File: src/rtl/fetcher.sv
// Instruction fetch FSM: IDLE -> FETCH -> PREDICT -> PUSH, with ROB flush redirect.
// Optional macro FETCHER_PERF_CNT_EN adds the perf_fetched push counter.
module fetcher #(
    parameter logic [31:0] RESET_PC = 32'h0000_0000
) (
    input  logic        clk,
    input  logic        reset,
    input  logic        rdy,
    output logic        ic_req,
    output logic [31:0] ic_addr,
    input  logic        ic_hit,
    input  logic [31:0] ic_instr,
    output logic [31:0] pred_instr,
    output logic [31:0] pred_pc,
    input  logic [31:0] pred_next_pc,
    input  logic        iq_full,
    output logic        iq_push,
    output logic [31:0] iq_instr,
    output logic [31:0] iq_pc,
    output logic [31:0] iq_pred_pc,
    input  logic        rob_flush,
    input  logic [31:0] rob_target_pc
`ifdef FETCHER_PERF_CNT_EN
    ,
    output logic [31:0] perf_fetched
`endif
);

    typedef enum logic [1:0] {IDLE, FETCH, PREDICT, PUSH} state_t;

    state_t      state;
    logic [31:0] pc;
    logic [31:0] instr_q;
    logic [31:0] pred_pc_q;
    logic [31:0] ic_addr_q;
    logic        ic_req_q;
    logic        in_push;

    always_ff @(posedge clk or posedge reset) begin
        if (reset) begin
            state     <= IDLE;
            pc        <= RESET_PC;
            instr_q   <= '0;
            pred_pc_q <= '0;
            ic_addr_q <= '0;
            ic_req_q  <= 1'b0;
        end else if (rdy) begin
            if (rob_flush) begin
                // Flush wins over everything, including a same-cycle ic_hit.
                state    <= IDLE;
                pc       <= rob_target_pc;
                ic_req_q <= 1'b0;
            end else begin
                case (state)
                    IDLE: begin
                        state     <= FETCH;
                        ic_req_q  <= 1'b1;
                        ic_addr_q <= pc;
                    end
                    FETCH: begin
                        if (ic_hit) begin
                            state     <= PREDICT;
                            instr_q   <= ic_instr;
                            pred_pc_q <= pc;
                            ic_req_q  <= 1'b0;
                        end
                    end
                    PREDICT: state <= PUSH;
                    PUSH: begin
                        if (!iq_full) begin
                            state     <= FETCH;
                            pc        <= pred_next_pc;
                            ic_req_q  <= 1'b1;
                            ic_addr_q <= pred_next_pc;
                        end
                    end
                    default: state <= IDLE;
                endcase
            end
        end
    end

    // Queue-side data is only driven while a push is being offered.
    assign in_push    = (state == PUSH);
    assign iq_push    = in_push && !iq_full && rdy && !rob_flush;
    assign iq_instr   = in_push ? instr_q      : '0;
    assign iq_pc      = in_push ? pc           : '0;
    assign iq_pred_pc = in_push ? pred_next_pc : '0;

    assign ic_req     = ic_req_q;
    assign ic_addr    = ic_addr_q;
    assign pred_instr = instr_q;
    assign pred_pc    = pred_pc_q;

`ifdef FETCHER_PERF_CNT_EN
    always_ff @(posedge clk or posedge reset) begin
        if (reset)
            perf_fetched <= '0;
        else if (iq_push)
            perf_fetched <= perf_fetched + 32'd1;
    end
`endif

endmodule
File: config.mk
export PLATFORM = sky130hd
export DESIGN_NAME = fetcher
export DESIGN_NICKNAME = d
export VERILOG_FILES = /design/src/rtl/fetcher.sv
export SDC_FILE = /design/constraint.sdc
export NUM_CORES = 1
export LEC_CHECK = 0
export BUFFER_PORTS_ARGS = -buffer_cell sky130_fd_sc_hd__buf_2
export CORE_UTILIZATION = 45
export DETAILED_ROUTE_END_ITERATION = 10
export PLACE_DENSITY_LB_ADDON = 0.3
export SETUP_SLACK_MARGIN = 0.02
export SLEW_MARGIN = 20
export SYNTH_ARGS = -nofsm -noshare
export SYNTH_HDL_FRONTEND = slang
export SYNTH_SLANG_ARGS = --single-unit
File: constraint.sdc
create_clock -name clk -period 14.95 [get_ports clk]
set_input_delay 4.485 -clock clk [delete_from_list [all_inputs] [get_ports clk]]
set_output_delay 4.485 -clock clk [all_outputs]
set_load 0.01 [all_outputs]
==> results_dict.tcl <==
set metrics [dict create \
    cp-start-kind "primary input" \
    finalSetupViolCount 0 \
    fin_crit_sh_pct 68.36 \
    dp.cells 927 \
    die_w_um 121.3 \
    fin_crit_ns 10.22 \
    grt_pass1_wl_um 25160 \
    worstMarginPinSlew_ns 0.9574 \
    synth_xor_area_share_pct 0 \
    setup_tns_ns 0 \
    relSlewSlack_pct 36.18 \
    cts-root-buf "clkbuf_16" \
    io_buffer_count 295 \
    synth-seq-area-share_pct 51.19 \
    avgSynthCellArea_um2 13.37 \
    fin_cells 960 \
    yosysTopAreaCell "dfrtp_1" \
    start_util_pct 46.13 \
    fill_cells 1129 \
    ir_drop_uv 78.43 \
    clock-sinks 131 \
    drtIter0Drc 90 \
    boundaryPins 296 \
    cts_setup_buffers 0 \
    fmaxAchievable_ghz 0.09785 \
    min_delay_path_depth 1 \
    drtPass1Iterations 4 \
    grt_pass1_vias 4893 \
    core-area_um2 13880 \
    ys.flop_type "dfrtp_1" \
    holdBufCountCts 0 \
    grt.total_usage_pct 22.82 \
    insertion_delay_ns 0.41 \
    synth_cells 479 \
    netlist.area_leader.share_pct 51.19 \
    yosysWarnings 0 \
    wl_per_cell_um 17.05 \
    nNetsFinal 873 \
    synth_edf_count 0 \
    grt_max_degree 75 \
    synth.distinct_cells 25 \
    worstSetupPathType "in -> out" \
    gp_congestion 0.7741 \
    viasPerCell 5.008 \
    synth_top_family_by_area "multiplexers" \
    htreeDepth 4 \
    post_cts_resized 0 \
    antenna_found_initial 0 \
    die_h_um 121.3 \
    status "finished, final reports clean" \
    async_reset_ff_share_pct 100.0 \
    yosys-top-cells-area "dfrtp_1 (51%), mux2_2 (23%), mux2_1 (11%), and2_1 (9.4%), clkbuf_1 (0.94%)" \
    drive_above_1_share_pct 60.51 \
    rsz0062_at_grt "no" \
    hold_path_class "reg -> reg" \
    synth-simple-area-share_pct 10.75 \
    fin_worst_skew_ns 0.007260 \
    synthAdderAreaFrac_pct 0.7816 \
    synth_mux_area_share_pct 33.76 \
    cts.path.max_buffers 2 \
    required_ns 10.47 \
    cts_tree "done" \
    std_cell_rows 43 \
    reg2reg_depth 5 \
    area_delta_synth_final_pct 35.68 \
    synth-seq-cells 131 \
    grt_overflow 0 \
    synth_common_cells "mux2_2 (132), dfrtp_1 (131), and2_1 (96)" \
    drv_slew 0 \
    dp_hpwl_um 11740 \
    die-area_um2 14710 \
    drc 0 \
    cellPowerDensity_nw_per_um2 181.8 \
    syn-cell-area_um2 6404 \
    cap_violations 0 \
    synth.net_count 585 \
    path_clk_slew_ns 0.06 \
    num_vias 4808 \
    ant_nets 0 \
    synth-compound-area-share_pct 0.9379 \
    p_leak_uw 0.004405 \
    report.final.hold_viol_count 0 \
    arrival_ns 5.73 \
    numCtsBuffers 17 \
    diodes 0 \
    cp-end-kind "primary output" \
    critPathMaxFanout 37 \
    routed_wl_um 16370 \
    yosysMostFrequentCell "mux2_2" \
]
[through the flow]
step / instance area, um^2 / setup WS, ns / hold slack (ns) / total power [uW] / utilization (%)
floorplan: 6404 / 5.319 / 0.4868 / 895.8 / -
global placement: 8016 / 4.783 / 0.4702 / 1124 / 57.75
detailed placement: 8016 / 4.707 / 0.4755 / 1147 / 57.75
CTS: 8661 / 4.723 / 0.4879 / 1599 / 62.39
global route: 8688 / 4.630 / 0.5035 / 1673 / 62.59
finish: 8688 / 4.730 / 0.4838 / 1579 / 62.59
[critical path, stage by stage]
cell	delay, ns
buf_2	0.72
nand2b_1	0.30
nor3b_1	0.07
buf_2	0.15
[final cells by class]
cell class | instances | area [um^2] | share of cell area, %
sequential | 131 | 3278 | 37.73
multi-input combinational | 313 | 2989 | 34.40
timing repair buffer | 300 | 1534 | 17.66
clock buffer | 20 | 466.7 | 5.372
tap | 180 | 225.2 | 2.592
clock inverter | 12 | 177.7 | 2.045
inverter | 4 | 17.52 | 0.2016
[sequential cells by signal, summed over array words and instances (netlist names)]
signal	count
pred_instr	32
pc	32
pred_pc	32
state	2
ic_addr	32
ic_req	1
[power by group]
group,internal [uW],leakage [uW],switching (uW)
Sequential,507,0.00157,92.6
Clock,292,0.000305,153
Combinational,272,0.00253,263
[routing by layer]
| layer | part of all wire (%) | track usage [%] | up-vias | wire (um) |
|---|---|---|---|---|
| li1 | - | - | 2243 | - |
| met1 | 38 | 24.57 | 2347 | 6206 |
| met2 | 52 | 40.91 | 198 | 8591 |
| met3 | 7.8 | 7.707 | 20 | 1278 |
| met4 | 1.8 | 8.719 | 0 | 291 |
| met5 | 0 | 0 | - | 0 |
[final timing paths]
path	from	slack (ns)	end
max reg2reg	state[0]	11.99	ic_addr[3]
min in group asynchronous	reset	4.21	pred_instr[28]
max	rob_flush	4.73	iq_push
max in group asynchronous	reset	9.38	ic_addr[25]
min	pred_pc[26]	0.48	pred_pc[26]
min reg2reg	pred_pc[26]	0.48	pred_pc[26]
[kinds of logic after synthesis]
family | Yosys count
AOI/OAI and AO/OA | 7
muxes | 192
and+or+nand+nor | 110
DFF | 131
adders and majority gates | 4
buffers and inverters | 35
[layout by cell type (no fill, tap or decap), drive strengths merged]
| cell type | instances |
|---|---|
| a211o | 1 |
| a211oi | 1 |
| a21boi | 1 |
| a21oi | 1 |
| a311o | 1 |
| and2 | 96 |
| and3 | 1 |
| and4 | 1 |
| buf | 300 |
| bufinv | 4 |
| clkbuf | 20 |
| clkinv | 3 |
| clkinvlp | 4 |
| dfrtp | 131 |
| ha | 4 |
| inv | 5 |
| mux2 | 192 |
| nand2 | 3 |
| nand2b | 4 |
| nand4 | 1 |
| nor2 | 2 |
| nor3b | 1 |
| o211ai | 1 |
| o22ai | 1 |
| or3b | 1 |
(Power assumes the default switching activity.)
